**config.mk**
```make
export PLATFORM = sky130hd
export DESIGN_NAME = decade_chain_ctrl_flat
export DESIGN_NICKNAME = d
export VERILOG_FILES = /design/src/rtl/decade_chain_ctrl_pkg.sv /design/src/rtl/decade_chain_ctrl_if.sv /design/src/rtl/decade_chain_ctrl_digit.sv /design/src/rtl/decade_chain_ctrl.sv /design/src/flat_wrapper.sv
export SDC_FILE = /design/constraint.sdc
export NUM_CORES = 1
export LEC_CHECK = 0
export CAP_MARGIN = 20
export CORE_ASPECT_RATIO = 0.8
export CORE_UTILIZATION = 35
export CTS_BUF_LIST = sky130_fd_sc_hd__clkbuf_8
export CTS_CLUSTER_DIAMETER = 50
export DETAILED_ROUTE_END_ITERATION = 8
export PLACE_DENSITY = 0.55
export SYNTH_ARGS = -nofsm -noshare
export SYNTH_HDL_FRONTEND = slang
export SYNTH_SLANG_ARGS = --single-unit
```
**constraint.sdc**
```tcl
create_clock -name CLK -period 2.3 [get_ports CLK]
set_input_delay 0.345 -clock CLK [delete_from_list [all_inputs] [get_ports CLK]]
set_output_delay 0.345 -clock CLK [all_outputs]
set_load 0.005 [all_outputs]
```
**src/rtl/decade_chain_ctrl_pkg.sv**
```systemverilog
// Shared types and constants for the decade counter chain controller.
// Holds the FSM state encoding and BCD digit constants.
package decade_pkg;

    localparam int         DIGIT_W = 4;
    localparam logic [3:0] BCD_MAX = 4'd9;

    typedef enum logic [1:0] {
        ST_IDLE  = 2'd0,
        ST_RUN   = 2'd1,
        ST_PAUSE = 2'd2
    } state_e;

endpackage

```
**src/rtl/decade_chain_ctrl_if.sv**
```systemverilog
// Command and display bundle between push-button pulse logic,
// the chain controller and the display driver.
interface decade_chain_ctrl_if
    import decade_pkg::*;
#(
    parameter int DIGITS = 4
);

    logic                        START;
    logic                        STOP;
    logic                        CLEAR;
    logic                        LAP;
    logic [DIGIT_W*DIGITS-1:0]   BCD;
    logic                        RUNNING;
    logic                        FROZEN;
    logic                        OVF;

    modport master (
        output START, STOP, CLEAR, LAP,
        input  BCD, RUNNING, FROZEN, OVF
    );

    modport slave (
        input  START, STOP, CLEAR, LAP,
        output BCD, RUNNING, FROZEN, OVF
    );

endinterface

```
**src/rtl/decade_chain_ctrl_digit.sv**
```systemverilog
// One BCD decade: counts 0..9 when enabled, wraps 9 -> 0.
// Synchronous clear wins over enable.
module bcd_digit
    import decade_pkg::*;
(
    input  logic               CLK,
    input  logic               RST,
    input  logic               EN,
    input  logic               CLR,
    output logic [DIGIT_W-1:0] Q,
    output logic               AT_MAX
);

    logic [DIGIT_W-1:0] q_q;
    logic [DIGIT_W-1:0] q_d;

    assign Q      = q_q;
    assign AT_MAX = (q_q == BCD_MAX);

    // Next digit value: clear, else increment with decade wrap.
    always_comb begin
        q_d = q_q;
        if (CLR) begin
            q_d = '0;
        end else if (EN) begin
            q_d = AT_MAX ? '0 : q_q + 1'b1;
        end
    end

    // Digit register.
    always_ff @(posedge CLK or posedge RST) begin
        if (RST) begin
            q_q <= '0;
        end else begin
            q_q <= q_d;
        end
    end

endmodule

```
**src/rtl/decade_chain_ctrl.sv**
```systemverilog
// Run/stop/clear controller for a cascaded BCD counter chain with
// prescaled count ticks, lap freeze and sticky overflow.
module decade_chain_ctrl
    import decade_pkg::*;
#(
    parameter int DIGITS   = 4,
    parameter int PRESCALE = 10
) (
    input  logic               CLK,
    input  logic               RST,
    decade_chain_ctrl_if.slave bus
);

    localparam int PW = (PRESCALE > 1) ? $clog2(PRESCALE) : 1;
    localparam int CW = DIGIT_W * DIGITS;
    localparam logic [PW-1:0] PRESC_LAST = PW'(PRESCALE - 1);

    state_e          state_q;
    state_e          state_d;
    logic [PW-1:0]   presc_q;
    logic [PW-1:0]   presc_d;
    logic [CW-1:0]   snap_q;
    logic [CW-1:0]   snap_d;
    logic            frozen_q;
    logic            frozen_d;
    logic            ovf_q;
    logic            ovf_d;

    logic [CW-1:0]     live;
    logic [DIGITS-1:0] at_max;
    logic [DIGITS-1:0] dig_en;
    logic [DIGITS:0]   carry;
    logic              running;
    logic              tick;
    logic              all_max;

    assign running = (state_q == ST_RUN);
    assign tick    = running && (presc_q == PRESC_LAST);
    assign all_max = carry[DIGITS];
    assign dig_en  = {DIGITS{tick}} & carry[DIGITS-1:0];

    // carry[i] is set when every digit below i sits at 9.
    always_comb begin
        carry    = '0;
        carry[0] = 1'b1;
        for (int i = 0; i < DIGITS; i++) begin
            carry[i+1] = carry[i] & at_max[i];
        end
    end

    for (genvar g = 0; g < DIGITS; g++) begin : g_digit
        bcd_digit u_digit (
            .CLK    (CLK),
            .RST    (RST),
            .EN     (dig_en[g]),
            .CLR    (bus.CLEAR),
            .Q      (live[DIGIT_W*g +: DIGIT_W]),
            .AT_MAX (at_max[g])
        );
    end

    // Next state: CLEAR beats STOP beats START.
    always_comb begin
        state_d = state_q;
        if (bus.CLEAR) begin
            state_d = ST_IDLE;
        end else if (bus.STOP) begin
            if (state_q == ST_RUN) begin
                state_d = ST_PAUSE;
            end
        end else if (bus.START) begin
            state_d = ST_RUN;
        end
    end

    // Prescaler advances only in RUN and holds its phase in PAUSE.
    always_comb begin
        presc_d = presc_q;
        if (bus.CLEAR) begin
            presc_d = '0;
        end else if (running) begin
            presc_d = tick ? '0 : presc_q + 1'b1;
        end
    end

    // Lap snapshot toggle and sticky overflow on an all-9s tick.
    always_comb begin
        snap_d   = snap_q;
        frozen_d = frozen_q;
        ovf_d    = ovf_q;
        if (bus.CLEAR) begin
            snap_d   = '0;
            frozen_d = 1'b0;
            ovf_d    = 1'b0;
        end else begin
            if (tick && all_max) begin
                ovf_d = 1'b1;
            end
            if (bus.LAP && (state_q != ST_IDLE)) begin
                if (frozen_q) begin
                    frozen_d = 1'b0;
                end else begin
                    frozen_d = 1'b1;
                    snap_d   = live;
                end
            end
        end
    end

    // Control registers.
    always_ff @(posedge CLK or posedge RST) begin
        if (RST) begin
            state_q  <= ST_IDLE;
            presc_q  <= '0;
            snap_q   <= '0;
            frozen_q <= 1'b0;
            ovf_q    <= 1'b0;
        end else begin
            state_q  <= state_d;
            presc_q  <= presc_d;
            snap_q   <= snap_d;
            frozen_q <= frozen_d;
            ovf_q    <= ovf_d;
        end
    end

    assign bus.BCD     = frozen_q ? snap_q : live;
    assign bus.RUNNING = running;
    assign bus.FROZEN  = frozen_q;
    assign bus.OVF     = ovf_q;

endmodule

```
**src/flat_wrapper.sv**
```systemverilog
// flat-port wrapper written by rule: the top's interface ports become plain ports
module decade_chain_ctrl_flat import decade_pkg::*;
#(
    parameter int DIGITS   = 4,
    parameter int PRESCALE = 10
)
  (CLK, RST, bus_START, bus_STOP, bus_CLEAR, bus_LAP, bus_BCD, bus_RUNNING, bus_FROZEN, bus_OVF);
  decade_chain_ctrl_if #(.DIGITS(DIGITS)) bus_i ();
  input  logic CLK;
  input  logic RST;
  input wire logic [$bits(bus_i.START)-1:0] bus_START;
  input wire logic [$bits(bus_i.STOP)-1:0] bus_STOP;
  input wire logic [$bits(bus_i.CLEAR)-1:0] bus_CLEAR;
  input wire logic [$bits(bus_i.LAP)-1:0] bus_LAP;
  output wire logic [$bits(bus_i.BCD)-1:0] bus_BCD;
  output wire logic [$bits(bus_i.RUNNING)-1:0] bus_RUNNING;
  output wire logic [$bits(bus_i.FROZEN)-1:0] bus_FROZEN;
  output wire logic [$bits(bus_i.OVF)-1:0] bus_OVF;
  assign bus_i.START = bus_START;
  assign bus_i.STOP = bus_STOP;
  assign bus_i.CLEAR = bus_CLEAR;
  assign bus_i.LAP = bus_LAP;
  assign bus_BCD = bus_i.BCD;
  assign bus_RUNNING = bus_i.RUNNING;
  assign bus_FROZEN = bus_i.FROZEN;
  assign bus_OVF = bus_i.OVF;
  decade_chain_ctrl #(.DIGITS(DIGITS), .PRESCALE(PRESCALE)) u_core (.CLK(CLK), .RST(RST), .bus(bus_i));
endmodule
```
### Yosys cells after proc, flatten, opt, wreduce, memory -nomap -nowiden

Cells that the tools add are included.

* word-level logic and storage cells: 65
* flip-flop bits (word level): 40
* output and inout bits: 19

* muxes and demuxes: 27
* equal/unequal tests: 7
* bitwise gates (word level): 4
* reductions and logical operators: 13
* $add $sub $neg: 5

Operators by type and width (number)
* 2-to-1 mux 4 bit: 15
* 2-to-1 mux 16 bit: 3
* adder 4 x 1 -> 4 bit, second input constant: 5
* == test 4 bit, second input constant: 5
* nonzero test 2 bit: 8
* 2-to-1 mux 2 bit: 4
* 2-to-1 mux 1 bit: 5
* AND 4 bit: 1
* AND 1 bit: 3
* logical AND 1 bit: 3
* != test 3 x 1 -> 1 bit, second input constant: 1
* nonzero test 3 bit: 1
* == test 2 x 1 -> 1 bit, second input constant: 1
* AND reduction 2 bit: 1

### Logic depth before layout (Yosys ltp)

Gate-level depths: netlist (run 1).

* depth in word-level cells: 7
* depth in mapped cells: 6

### Modules after synthesis

Synthesis (run 1) repeated with hierarchy kept, for this count alone.

* cells, all modules: 207
* area, all modules: 2220.9 µm²

Modules (own cells, without submodules)
* decade_chain_ctrl: cells an instance 103, instances 1, area each 1234.9 µm²
* bcd_digit: cells an instance 26, instances 4, area each 246.5 µm²

### Worst setup path after synthesis (run 1)

Ideal clock, no wire load.

* path kind: register -> register
* start: register u_core.presc_q[1]
* end: register u_core.g_digit[3].u_digit.q_q[3]
* cell stages (with the launch flop): 7
* arrival: 1.604 ns
* path slack: 0.559 ns
* path buffers: 0
* library setup time: 0.137 ns
* path through: dfrtp_1 > inv_1 > ha_1 > nand4b_4 > nor4_4 > mux2i_1 > a31oi_1

* word-level cells in the longest chain between the ends: 4

Ends and longest elaborated chain
* start: declaration: line decade_chain_ctrl.sv:20 `logic [PW-1:0] presc_q;`
* start signal: assignment: line decade_chain_ctrl.sv:120 `presc_q <= presc_d;`
* == test 4 bit: line decade_chain_ctrl.sv:38 `assign tick = running && (presc_q == PRESC_LAST);`
* logical AND 1 bit: line decade_chain_ctrl.sv:38
* AND 4 bit: line decade_chain_ctrl.sv:40 `assign dig_en = {DIGITS{tick}} & carry[DIGITS-1:0];`
* nonzero test 2 bit (no line)
* end signal: assignment: line decade_chain_ctrl_digit.sv:35 `q_q <= q_d;`
* end: declaration: line decade_chain_ctrl_digit.sv:14 `logic [DIGIT_W-1:0] q_q;`

No other way between the ends.
A chain may end at the register's enable or synchronous reset.

### Worst setup path in the final report (run 1)

* start: register u_core.state_q[0]
* end: output port bus_RUNNING

* word-level cells in the longest chain between the ends: 1

Ends and longest elaborated chain
* start: declaration: line decade_chain_ctrl.sv:18 `state_e state_q;`
* start signal: assignment: line decade_chain_ctrl.sv:119 `state_q <= state_d;`
* == test 2 x 1 -> 1 bit: line decade_chain_ctrl.sv:37 `assign running = (state_q == ST_RUN);`
* end: declaration: line flat_wrapper.sv:16 `output wire logic [$bits(bus_i.RUNNING)-1:0] bus_RUNNING;`

No other way between the ends.

==> results.rst, run 1 <==
.. list-table::
   :header-rows: 1

   * - Metric
     - Value
   * - Post-Route Setup TNS
     - 0 ps
   * - Post-synthesis instance area
     - around 2200 µm²
   * - Clock-pin slew of the registers on the worst-case setup and hold paths
     - around 70 ps
   * - Global placement routability congestion
     - 0.732
   * - Number of resized instances in the post-cts repair step
     - 0
   * - FMAX
     - 0.480 GHz
   * - Final Cycle Share
     - between 90 and 100%
   * - Final Skew
     - 3.53 ps
   * - DRC violation count after routing
     - 0
   * - CTS Buf Count
     - 5
   * - Initial antenna violation count
     - 0
   * - Tightest Hold Check Type
     - in -> async
   * - Overall die width
     - 91.6 µm
   * - Synthesized area per cell
     - roughly 10 µm²
   * - Via Count
     - about 1,600
   * - DRC violation total after the first TritonRoute iteration
     - 90
   * - Router iterations before antenna repair
     - 5
   * - Net count after synthesis
     - ~240
   * - GRT Util Overall
     - ~16%
   * - Type of the setup path with the least slack
     - reg -> out
   * - Fraction of the yosys area taken by sequential cells
     - ~45%
   * - Final hold vios
     - 0
   * - Max Slew Vio Count
     - 0
   * - Transition time at the pin with the least slew margin
     - just over 500 ps
   * - Max FO, Critical Path
     - 6
   * - Final worst path period need
     - 2080 ps
   * - Total of max-cap violations
     - 0
   * - Slowest stage cell on the critical path
     - sky130_fd_sc_hd__clkdlybuf4s50_1
   * - Core region area
     - 6040 µm²
   * - Number of H-tree levels
     - 2
   * - Required time of the critical path
     - 1960 ps
   * - Area overhead of the layout relative to synthesis
     - 19.7%
   * - Finish-stage setup viols
     - 0
   * - # Post-CTS Setup Buffers
     - 0
   * - Detail Placement HPWL
     - between 3000 and 4000 µm
   * - Pre-CTS setup slack
     - roughly 430 ps
   * - Antenna diode count
     - 0
   * - Reg-to-Reg Start
     - u_core.g_digit[0].u_digit.Q[0]
   * - Global-route wire length before repair
     - ~8000 µm
   * - Endpoint kind of the worst setup timing path
     - output pin
   * - Filler Cells Inserted
     - 575
   * - Setup slack of the worst register-to-register path
     - 400 ps
   * - Yosys cell types
     - 38
   * - Count of nets left with antenna violations after detail routing
     - 0
   * - Number of synthesized register bits
     - 40
   * - Critical path arrival
     - approximately 1700 ps
   * - Core Rows
     - 25
   * - Unrepaired setup endpoints after global routing
     - no
   * - Height of the chip
     - about 74 µm
   * - Total of buffers placed on input and output ports
     - 24
   * - R2r endpoint
     - u_core.g_digit[1].u_digit.Q[2]
   * - Crit path cell chain
     - or2b_1 -> inv_1 -> clkdlybuf4s50_1
   * - Slew HR
     - between 60 and 70%
   * - Clock tree buffer depth
     - 2
   * - Total congestion overflow after global routing
     - 0
   * - Die Outline Area
     - between 6000 and 7000 µm²
   * - Mapped Cells
     - 222
   * - Leakage
     - approximately 0.0012 µW
   * - Count of clock tree sinks
     - 40
   * - Nets
     - roughly 270
   * - Final WL
     - between 4000 and 5000 µm
   * - Effective utilization at floorplan
     - 37.2%
   * - Number of vias per cell
     - 4.92
   * - Cts-stage hold buffer count
     - 0
   * - Number of global-route vias before repair
     - roughly 1,500
   * - Average routed wire per standard cell
     - ~14 µm
   * - Cell area power density
     - roughly 470 nW/µm²
   * - Largest net degree at the start of global routing
     - 41
   * - TritonCTS clock tree
     - built
   * - Insertion delay of the later-clocked pin in the worst-skew pair
     - roughly 290 ps
   * - Critical Path Max Stage Delay
     - 540 ps
   * - Clock root cell
     - sky130_fd_sc_hd__clkbuf_8
   * - Layout cells sized above 1
     - roughly an eighth
   * - Syn. warnings
     - 0
   * - Total I/O pin count
     - 25
   * - Max IR drop VDD
     - 0.202 mV
   * - Startpoint types
     - register
   * - Status
     - complete, no violations
   * - Final setup slack of the worst path
     - between 200 and 250 ps
   * - Worst reg-to-reg path cell count
     - 5
[registers in the layout, summed over array words and instances, names as in the netlist]
signal and flops:
u_core.bus.FROZEN 1, u_core.bus.OVF 1, u_core.g_digit.u_digit.Q 16, u_core.presc_q 4
u_core.snap_q 16, u_core.state_q 2
[power breakdown]
group          switching (µW)  internal (µW)
logic                    62.9           50.3
clock network             223            196
registers                10.8            711
[worst max-delay path, delay by kind of cell, from the launching register on]
| kind | cells | cell delay [ps] |
|---|---|---|
| simple gates | 1 | 300 |
| flops | 1 | 470 |
| buf+inv | 2 | 680 |
[kinds of logic (layout without fill, tap and decap cells)]
family	after synthesis	in the layout	synth area share (%)
compound gates	29	29	7.90
xor+xnor	4	4	1.56
fa+ha+maj	10	10	5.56
buf+inv	17	45	2.95
flops	40	40	44.5
mux	36	36	16.8
simple gates	86	86	20.8
[cell type report]
cell class / count / area, µm² / area share (%)
Sequential cell: 40 / 1000 / 37.2
Tap cell: 81 / 101 / 3.77
Inverter: 9 / 33.8 / 1.26
Clock buffer: 5 / 68.8 / 2.56
Timing Repair Buffer: 31 / 305 / 11.3
Multi-Input combinational cell: 165 / 1180 / 43.9
[per-layer routing]
metal / global-route usage [%] / routed length [µm] / up-vias
li1: - / - / 824
met1: 23.0 / 2550 / 773
met2: 22.4 / 1930 / 27
met3: 3.11 / 148 / 5
met4: 5.29 / 51 / 0
met5: 0 / 0 / -
[placed cells by master (no fill, tap or decap), types with 2 or more instances in the layout]
master,instances
sky130_fd_sc_hd__nor2_1,41
sky130_fd_sc_hd__dfrtp_1,40
sky130_fd_sc_hd__clkdlybuf4s50_1,24
sky130_fd_sc_hd__mux2i_1,23
sky130_fd_sc_hd__nand2_1,16
sky130_fd_sc_hd__mux2_2,13
sky130_fd_sc_hd__ha_1,10
sky130_fd_sc_hd__inv_1,9
sky130_fd_sc_hd__o21ai_0,9
sky130_fd_sc_hd__a21oi_1,9
sky130_fd_sc_hd__nand3_1,6
sky130_fd_sc_hd__buf_4,6
sky130_fd_sc_hd__clkbuf_8,5
sky130_fd_sc_hd__and3b_1,4
sky130_fd_sc_hd__a22oi_1,2
sky130_fd_sc_hd__nor3b_1,2
sky130_fd_sc_hd__nand3b_1,2
sky130_fd_sc_hd__a31oi_1,2
sky130_fd_sc_hd__xor2_1,2
sky130_fd_sc_hd__nor3_1,2
sky130_fd_sc_hd__or3_1,2
sky130_fd_sc_hd__nand2b_1,2
sky130_fd_sc_hd__xnor2_1,2
[cells in the mapped netlist]
cell	instances	area share [%]
sky130_fd_sc_hd__a211oi_1	1	0.33
sky130_fd_sc_hd__a21bo_2	1	0.45
sky130_fd_sc_hd__a21boi_0	1	0.33
sky130_fd_sc_hd__a21oi_1	9	2.0
sky130_fd_sc_hd__a22oi_1	2	0.67
sky130_fd_sc_hd__a311oi_1	1	0.39
sky130_fd_sc_hd__a31o_2	1	0.39
sky130_fd_sc_hd__a31oi_1	2	0.56
sky130_fd_sc_hd__a41o_1	1	0.45
sky130_fd_sc_hd__and2_1	1	0.28
sky130_fd_sc_hd__and3b_1	4	1.6
sky130_fd_sc_hd__and4bb_4	1	0.72
sky130_fd_sc_hd__buf_2	2	0.45
sky130_fd_sc_hd__clkbuf_1	6	1.0
sky130_fd_sc_hd__dfrtp_1	40	45
sky130_fd_sc_hd__ha_1	10	5.6
sky130_fd_sc_hd__inv_1	9	1.5
sky130_fd_sc_hd__mux2_2	13	6.5
sky130_fd_sc_hd__mux2i_1	23	10
sky130_fd_sc_hd__nand2_1	16	2.7
sky130_fd_sc_hd__nand2b_1	2	0.56
sky130_fd_sc_hd__nand3_1	6	1.3
sky130_fd_sc_hd__nand3b_1	2	0.67
sky130_fd_sc_hd__nand4_1	1	0.28
sky130_fd_sc_hd__nand4b_4	1	1.1
sky130_fd_sc_hd__nand4bb_4	1	1.2
sky130_fd_sc_hd__nor2_1	41	6.8
sky130_fd_sc_hd__nor3_1	2	0.45
sky130_fd_sc_hd__nor3b_1	2	0.67
sky130_fd_sc_hd__nor4_1	1	0.28
sky130_fd_sc_hd__nor4_4	1	0.95
sky130_fd_sc_hd__o21a_1	1	0.33
sky130_fd_sc_hd__o21ai_0	9	2.0
sky130_fd_sc_hd__or2b_1	1	0.33
sky130_fd_sc_hd__or3_1	2	0.56
sky130_fd_sc_hd__or4_1	1	0.33
sky130_fd_sc_hd__xnor2_1	2	0.78
sky130_fd_sc_hd__xor2_1	2	0.78
[worst max-delay path by stage]
| stage | end | slack, ps | from |
|---|---|---|---|
| global route | bus_BCD[1] | 130 | u_core.bus.FROZEN |
| CTS | bus_RUNNING | 200 | u_core.state_q[0] |
| global placement | u_core.g_digit[3].u_digit.Q[3] | 490 | u_core.presc_q[1] |
| finish | bus_RUNNING | 220 | u_core.state_q[0] |
| detailed placement | u_core.g_digit[1].u_digit.Q[2] | 430 | u_core.g_digit[0].u_digit.Q[1] |
| floorplan | u_core.g_digit[3].u_digit.Q[3] | 560 | u_core.presc_q[1] |
[through the flow]
stage / power, µW / hold WS, ps / instances / utilization, % / area (µm²)
after floorplan: 802 / 480 / 222 / - / 2250
after global placement: 852 / 497 / 326 / 43.4 / 2620
after detailed placement: 852 / 500 / 326 / 43.4 / 2620
after CTS: 1290 / 519 / 331 / 44.6 / 2690
after global routing: 1310 / 548 / 331 / 44.6 / 2690
final: 1250 / 495 / 331 / 44.6 / 2690
(Power assumes the default switching activity.)
==> inputs of run 2 (changes only) <==
GPL_TIMING_DRIVEN = 0   (was unset)
clock period = 2.5 ns   (was 2.3 ns; I/O delays follow)
==> run 2 against run 1 <==
Power is 6.1% lower. Flip-flop and latch count did not move. Critical endpoint is now bus_BCD[3]. Via count increased by 2.2%. Clock power down 2%. Sequential power is 7.9% lower.
==> results.rst, run 2 (synthesis gave the netlist of run 1 again) <==
.. list-table::
   :header-rows: 1

   * - Metric
     - Value
   * - Status
     - complete, no violations (unchanged)
   * - Endpoint kind of the worst setup timing path
     - output pin (unchanged)
   * - Number of global-route vias before repair
     - 1,594 (was 1,537)
   * - Clock tree buffer depth
     - 2 (unchanged)
   * - Largest net degree at the start of global routing
     - 25 (was 41)
   * - Cell area power density
     - 438 nW/µm² (was 466 nW/µm²)
   * - Commonest cells after routing, fill and taps aside
     - 41 x sky130_fd_sc_hd__nor2_1, 40 x sky130_fd_sc_hd__dfrtp_1, 24 x sky130_fd_sc_hd__clkdlybuf4s50_1 (unchanged)
   * - Crit path cell chain
     - clkbuf_2 -> mux2_2 -> clkdlybuf4s50_1 (was or2b_1 -> inv_1 -> clkdlybuf4s50_1)
   * - GRT busiest layer
     - met2 (was met1)
   * - Count of clock tree sinks
     - 40 (unchanged)
   * - Critical Path Max Stage Delay
     - 450 ps (was 540 ps)
   * - Antenna diode count
     - 0 (unchanged)
   * - Slew HR
     - 59.5% (was 65.8%)
   * - Final setup slack of the worst path
     - 251 ps (was 215 ps)
   * - Cts-stage hold buffer count
     - 0 (unchanged)
   * - Clock root cell
     - sky130_fd_sc_hd__clkbuf_8 (unchanged)
   * - Total placed cells including tap cells
     - 328 (was 326)
   * - Final Cycle Share
     - between 80% and 90%
   * - Clock-pin slew of the registers on the worst-case setup and hold paths
     - 80 ps (was 70 ps)
   * - Effective utilization at floorplan
     - 37.2% (unchanged)
   * - Average routed wire per standard cell
     - 14.8 µm (was 14.1 µm)
   * - Startpoint types
     - register (unchanged)
   * - Most common library cell in the layout ignoring fill and taps
     - sky130_fd_sc_hd__nor2_1 (unchanged)
   * - Required time of the critical path
     - 2120 ps (was 1960 ps)
   * - Type of the setup path with the least slack
     - reg -> out (unchanged)
   * - CTS Buf Count
     - 5 (unchanged)
   * - DRC violation total after the first TritonRoute iteration
     - 50 (was 90)
   * - Max Slew Vio Count
     - 0 (unchanged)
   * - Non-Filler Instances
     - 335 (was 331)
   * - Core Rows
     - 25 (unchanged)
   * - Total of max-cap violations
     - 0 (unchanged)
   * - Final Skew
     - 6.00 ps (was 3.53 ps)
   * - Transition time at the pin with the least slew margin
     - 607 ps (was 513 ps)
   * - GRT Util Overall
     - 16.3% (was 15.5%)
   * - Final worst path period need
     - between 2000 and 2500 ps
   * - Finish-stage setup viols
     - 0 (unchanged)
   * - Total I/O pin count
     - 25 (unchanged)
   * - Number of vias per cell
     - 4.97 (was 4.92)
   * - Overall die width
     - 91.6 µm (unchanged)
   * - Leakage
     - 0.00119 µW (was 0.00120 µW)
   * - Post-Route Setup TNS
     - 0 ps (unchanged)
   * - Layout cells sized above 1
     - 11.8% (was 12.4%)
   * - Tightest Hold Check Type
     - in -> async (unchanged)
   * - Max FO, Critical Path
     - 10 (was 6)
   * - Max IR drop VDD
     - 0.331 mV (was 0.202 mV)
   * - # Post-CTS Setup Buffers
     - 0 (unchanged)
   * - Number of resized instances in the post-cts repair step
     - 1 (was 0)
   * - Pre-CTS setup slack
     - 316 ps (was 434 ps)
   * - Core region area
     - 6040 µm² (unchanged)
   * - Area overhead of the layout relative to synthesis
     - 19.6% (was 19.7%)
   * - Grt met3 use
     - 3.11% (unchanged)
   * - DRC violation count after routing
     - 0 (unchanged)
   * - Global-route track usage on met1
     - 23.5% (was 23.0%)
   * - Post-layout utilization of the core
     - 44.5% (was 44.6%)
   * - Router iterations before antenna repair
     - 5 (unchanged)
   * - Detail Placement HPWL
     - 3530 µm (was 3160 µm)
   * - Insertion delay of the later-clocked pin in the worst-skew pair
     - 300 ps (was 290 ps)
   * - Count of nets left with antenna violations after detail routing
     - 0 (unchanged)
   * - Slowest stage cell on the critical path
     - sky130_fd_sc_hd__clkdlybuf4s50_1 (unchanged)
   * - Global-route wire length before repair
     - 8270 µm (was 7960 µm)
   * - Total of buffers placed on input and output ports
     - 24 (unchanged)
   * - Global placement routability congestion
     - 0.786 (was 0.732)
   * - Number of H-tree levels
     - 2 (unchanged)
   * - Final WL
     - 4970 µm (was 4680 µm)
   * - Global Route met2 Usage
     - 23.8% (was 22.4%)
   * - Final hold vios
     - 0 (unchanged)
   * - FMAX
     - about 0.44 GHz
   * - TritonCTS clock tree
     - built (unchanged)
   * - Total congestion overflow after global routing
     - 0 (unchanged)
   * - Via Count
     - 1,665 (was 1,629)
   * - Height of the chip
     - 73.7 µm (unchanged)
   * - Unrepaired setup endpoints after global routing
     - no (unchanged)
   * - Total chip power
     - 1180 µW (was 1250 µW)
   * - Die Outline Area
     - 6750 µm² (unchanged)
   * - Initial antenna violation count
     - 0 (unchanged)
   * - Nets
     - 270 (was 268)
   * - Critical path arrival
     - 1870 ps (was 1740 ps)
run 2: worst max-delay path, delay by kind of cell (launching register included):
family,cells,cell delay (ps)
flip-flops,1,400
multiplexers,1,400
buffers and inverters,2,780
run 2: layout make-up:
type | count | area (µm²)
fill | 589 | 3350
tap | 81 | 101
sequential | 40 | 1000
buffer | 8 | 33.8
timing repair buffer | 25 | 260
inverter | 9 | 33.8
multi-input combinational | 165 | 1180
clock inverter | 2 | 8.76
clock buffer | 5 | 68.8
run 2: path summary, 6_finish.rpt:
kind,startpoint,cells after the start,slack (ps),end
max,u_core.bus.FROZEN,3,250,bus_BCD[3]
min,RST,2,380,u_core.g_digit[1].u_digit.Q[3]
max reg2reg,u_core.presc_q[1],6,490,u_core.g_digit[3].u_digit.Q[3]
min reg2reg,u_core.bus.OVF,2,510,u_core.bus.OVF
max in group asynchronous,RST,3,1660,u_core.snap_q[0]
min in group CLK,u_core.bus.OVF,2,510,u_core.bus.OVF
run 2: power breakdown:
part | total, µW | switching (µW) | internal, µW
sequential | 665 | 11.1 | 654
clock | 409 | 223 | 186
combinational | 103 | 59.3 | 44.0
run 2: layer usage:
metal / up-vias / part of all wire, %
li1: 837 / -
met1: 796 / 54
met2: 30 / 43
met3: 2 / 3.0
met4: 0 / 0.70
met5: - / 0
run 2: through the flow:
step,hold WS [ps],cell area [µm²]
6_report,377,2690
5_1_grt,412,2690
4_1_cts,392,2690
3_5_place_dp,492,2610
3_3_place_gp,490,2590
2_1_floorplan,480,2250
==> inputs of run 3 (changes only) <==
ABC_AREA = 1   (was unset)
CORE_MARGIN = 2   (was unset)
==> run 3 against run 2 <==
Power increased by 8.8%. Largest cell class unchanged. Core utilization fell by 1.5 points. Flip-flop and latch count is the same. Largest power group unchanged. Critical endpoint is now bus_BCD[12].
==> results.rst, run 3 <==
.. list-table::
   :header-rows: 1

   * - Metric
     - Value
   * - Status
     - complete, no violations (unchanged)
   * - Slowest stage cell on the critical path
     - sky130_fd_sc_hd__clkdlybuf4s50_1 (unchanged)
   * - DRC violation total after the first TritonRoute iteration
     - 77 (was 50)
   * - Global-route wire length before repair
     - 8940 µm (was 8270 µm)
   * - Share of synthesized registers carrying an async set or reset
     - 100% (unchanged)
   * - Type of the setup path with the least slack
     - reg -> out (unchanged)
   * - Yosys cell types
     - 28 (was 38)
   * - Transition time at the pin with the least slew margin
     - 526 ps (was 607 ps)
   * - Synth Area in Adders
     - 5.54% (was 5.56%)
   * - Number of H-tree levels
     - 2 (unchanged)
   * - Share of synthesized area spent on multiplexers
     - 0% (was 16.8%)
   * - Min Hold Slack
     - 297 ps (was 377 ps)
   * - Total of buffers placed on input and output ports
     - 24 (unchanged)
   * - CP bufs+invs
     - 3 (was 2)
   * - Sequential standard cell area
     - 1000 µm² (unchanged)
   * - Final Skew
     - 7.15 ps (was 6.00 ps)
   * - Die Outline Area
     - 7120 µm² (was 6750 µm²)
   * - Syn. warnings
     - 0 (unchanged)
   * - Average routed wire per standard cell
     - 13.6 µm (was 14.8 µm)
   * - Layout cells sized above 1
     - 12.0% (was 11.8%)
   * - Total of max-cap violations
     - 0 (unchanged)
   * - Synthesized area per cell
     - 8.21 µm² (was 10.1 µm²)
   * - Core Rows
     - 26 (was 25)
   * - Cts-stage hold buffer count
     - 0 (unchanged)
   * - Unrepaired setup endpoints after global routing
     - no (unchanged)
   * - Core region area
     - 6310 µm² (was 6040 µm²)
   * - Final setup slack of the worst path
     - 356 ps (was 251 ps)
   * - Crit path cell chain
     - buf_2 -> inv_1 -> nand2_1 -> nand2_1 -> clkdlybuf4s50_1 (was clkbuf_2 -> mux2_2 -> clkdlybuf4s50_1)
   * - Critical path's most frequent cell
     - sky130_fd_sc_hd__nand2_1
   * - Pre-CTS setup slack
     - 671 ps (was 316 ps)
   * - Startpoint types
     - register (unchanged)
   * - Number of global-route vias before repair
     - 1,786 (was 1,594)
   * - Area taken by multi-input logic gates
     - 1060 µm² (was 1180 µm²)
   * - Area overhead of the layout relative to synthesis
     - 20.2% (was 19.6%)
   * - Max IR drop VDD
     - 0.254 mV (was 0.331 mV)
   * - Most common library cell in the layout ignoring fill and taps
     - sky130_fd_sc_hd__nand2_1 (was sky130_fd_sc_hd__nor2_1)
   * - Clock tree buffer depth
     - 2 (unchanged)
   * - Ys flop type
     - sky130_fd_sc_hd__dfrtp_1 (unchanged)
   * - Number of vias per cell
     - 4.83 (was 4.97)
   * - Synth area leader
     - sky130_fd_sc_hd__dfrtp_1 (unchanged)
   * - Largest net degree at the start of global routing
     - 35 (was 25)
   * - Router iterations before antenna repair
     - 4 (was 5)
   * - Nets
     - 323 (was 270)
   * - Required time of the critical path
     - 2120 ps (about the same)
   * - Initial antenna violation count
     - 0 (unchanged)
   * - Leakage
     - 0.00131 µW (was 0.00119 µW)
   * - Global placement routability congestion
     - 0.813 (was 0.786)
   * - Number of enable flip-flop cells after synthesis
     - 0 (unchanged)
   * - Max Slew Vio Count
     - 0 (unchanged)
   * - Post-layout utilization of the core
     - 43.0% (was 44.5%)
   * - Commonest cells after routing, fill and taps aside
     - 52 x sky130_fd_sc_hd__nand2_1, 40 x sky130_fd_sc_hd__dfrtp_1, 33 x sky130_fd_sc_hd__nand3_1 (was 41 x sky130_fd_sc_hd__nor2_1, 40 x sky130_fd_sc_hd__dfrtp_1, 24 x sky130_fd_sc_hd__clkdlybuf4s50_1)
   * - Total congestion overflow after global routing
     - 0 (unchanged)
   * - Critical path arrival
     - 1770 ps (was 1870 ps)
   * - GRT Util Overall
     - 16.5% (was 16.3%)
   * - Finish-stage setup viols
     - 0 (unchanged)
   * - Final Cycle Share
     - 85.8% (was 89.9%)
   * - Count of nets left with antenna violations after detail routing
     - 0 (unchanged)
   * - Share of the synthesized area in the top cell type
     - 44.3% (was 44.5%)
   * - Height of the chip
     - 75.8 µm (was 73.7 µm)
   * - Post-synthesis instance area
     - 2260 µm² (was 2250 µm²)
   * - Max FO, Critical Path
     - 10 (unchanged)
   * - Total I/O pin count
     - 25 (unchanged)
   * - Dominant cell by count in the synthesized netlist
     - sky130_fd_sc_hd__nand2_1 (was sky130_fd_sc_hd__nor2_1)
   * - CTS Buf Count
     - 5 (unchanged)
   * - Endpoint kind of the worst setup timing path
     - output pin (unchanged)
   * - Simple-gate portion of the synthesized area
     - 25.2% (was 20.8%)
   * - Mapped Cells
     - 275 (was 222)
   * - Synthesized-area fraction occupied by xor and xnor cells
     - 3.49% (was 1.56%)
   * - DRC violation count after routing
     - 0 (unchanged)
   * - Via Count
     - 1,893 (was 1,665)
   * - Number of resized instances in the post-cts repair step
     - 0 (was 1)
   * - Clock-pin slew of the registers on the worst-case setup and hold paths
     - 80 ps (about the same)
   * - Post-Route Setup TNS
     - 0 ps (unchanged)
   * - Most instantiated cells after synthesis
     - 52 x sky130_fd_sc_hd__nand2_1, 40 x sky130_fd_sc_hd__dfrtp_1, 33 x sky130_fd_sc_hd__nand3_1 (was 41 x sky130_fd_sc_hd__nor2_1, 40 x sky130_fd_sc_hd__dfrtp_1, 23 x sky130_fd_sc_hd__mux2i_1)
   * - Effective utilization at floorplan
     - 35.8% (was 37.2%)
   * - Antenna diode count
     - 0 (unchanged)
   * - Filler Cells Inserted
     - 679 (was 589)
   * - TritonCTS clock tree
     - built (unchanged)
   * - Final WL
     - 5340 µm (was 4970 µm)
   * - Largest delay contributor family on the critical path
     - buffers and inverters (unchanged)
   * - Clock root cell
     - sky130_fd_sc_hd__clkbuf_8 (unchanged)
   * - Number of synthesized register bits
     - 40 (unchanged)
   * - Fraction of the yosys area taken by sequential cells
     - 44.3% (was 44.5%)
   * - Count of clock tree sinks
     - 40 (unchanged)
   * - Final worst path period need
     - 2140 ps (was 2250 ps)
   * - Share of the synthesized area in compound gates (AO/OA/AOI/OAI)
     - 13.0% (was 7.90%)
   * - Tightest Hold Check Type
     - in -> async (unchanged)
   * - Cell area power density
     - 472 nW/µm² (was 438 nW/µm²)
   * - Net count after synthesis
     - 291 (was 238)
   * - Critical Path Max Stage Delay
     - 510 ps (was 450 ps)
   * - Final hold vios
     - 0 (unchanged)
   * - Insertion delay of the later-clocked pin in the worst-skew pair
     - 290 ps (was 300 ps)
   * - Dominant combinational cell family by area after synthesis
     - simple AND/OR/NAND/NOR gates (unchanged)
   * - Cells taking the most area after synthesis
     - sky130_fd_sc_hd__dfrtp_1 44%, sky130_fd_sc_hd__nand2_1 8.6%, sky130_fd_sc_hd__nand3_1 7.3% (was sky130_fd_sc_hd__dfrtp_1 45%, sky130_fd_sc_hd__mux2i_1 10%, sky130_fd_sc_hd__nor2_1 6.8%)
   * - # Post-CTS Setup Buffers
     - 0 (unchanged)
   * - Overall die width
     - 93.8 µm (was 91.6 µm)
   * - Detail Placement HPWL
     - 3780 µm (was 3530 µm)
   * - FMAX
     - 0.466 GHz (was 0.445 GHz)
   * - Slew HR
     - 64.9% (was 59.5%)
## run 3: changes by cell type after synthesis, moves of 8 or more
| cell | change |
|---|---|
| sky130_fd_sc_hd__inv_1 | +22 |
| sky130_fd_sc_hd__o21ai_0 | -8 |
| sky130_fd_sc_hd__mux2_2 | -13 |
| sky130_fd_sc_hd__nand3_1 | +27 |
| sky130_fd_sc_hd__nor2_1 | -29 |
| sky130_fd_sc_hd__inv_2 | +8 |
| sky130_fd_sc_hd__o21ai_1 | +25 |
| sky130_fd_sc_hd__o21a_1 | +12 |
| sky130_fd_sc_hd__mux2i_1 | -23 |
| sky130_fd_sc_hd__nand2_1 | +36 |
## run 3: cell type report
| type | instances | share of cell area (%) |
|---|---|---|
| buffer | 9 | 1.71 |
| clock buffer | 6 | 3.04 |
| clock inverter | 2 | 0.277 |
| inverter | 39 | 5.39 |
| multi-input combinational | 187 | 39.2 |
| sequential | 40 | 36.9 |
| tap | 84 | 3.87 |
| timing repair buffer | 25 | 9.59 |
## run 3: metrics by stage
| stage | cell area (µm²) | power (µW) | std cells |
|---|---|---|---|
| 6_report | 2710 | 1280 | 392 |
| 5_1_grt | 2710 | 1350 | 392 |
| 4_1_cts | 2710 | 1300 | 392 |
| 3_5_place_dp | 2620 | 846 | 384 |
| 3_3_place_gp | 2600 | 841 | 383 |
| 2_1_floorplan | 2260 | 776 | 275 |
## run 3: report_power, final
group | internal, µW | switching [µW]
logic | 64.8 | 88.0
clock network | 217 | 232
registers | 660 | 18.2
total | 943 | 338
## run 3: cell families (layout without fill, tap and decap cells)
| group | Yosys count | count (layout) |
|---|---|---|
| xor gates and xnor gates | 9 | 9 |
| and+or+nand+nor | 119 | 119 |
| DFF | 40 | 40 |
| buffers and inverters | 48 | 81 |
| adders and majority gates | 10 | 10 |
| AOI/OAI and AO/OA | 49 | 49 |
## run 3: per-layer routing
metal | vias up | part of all wire [%] | track usage, % | wire length, µm
met4 | 0 | 0.82 | 4.35 | 44
met2 | 28 | 41 | 24.7 | 2200
met1 | 904 | 54 | 24.2 | 2870
met5 | - | 0 | 0 | 0
li1 | 956 | - | - | -
met3 | 5 | 4.1 | 3.66 | 218
## run 3: worst paths after layout
| check | depth (start not counted) | slack, ps | to | start |
|---|---|---|---|---|
| worst min register to register | 2 | 520 | u_core.bus.OVF | u_core.bus.OVF |
| min in group CLK | 2 | 520 | u_core.bus.OVF | u_core.bus.OVF |
| worst max-delay path | 5 | 360 | bus_BCD[12] | u_core.bus.FROZEN |
| worst max register to register | 9 | 950 | u_core.g_digit[3].u_digit.Q[1] | u_core.g_digit[0].u_digit.Q[1] |
| worst min-delay path | 2 | 300 | u_core.presc_q[1] | RST |
| max in group asynchronous | 3 | 1770 | u_core.snap_q[6] | RST |
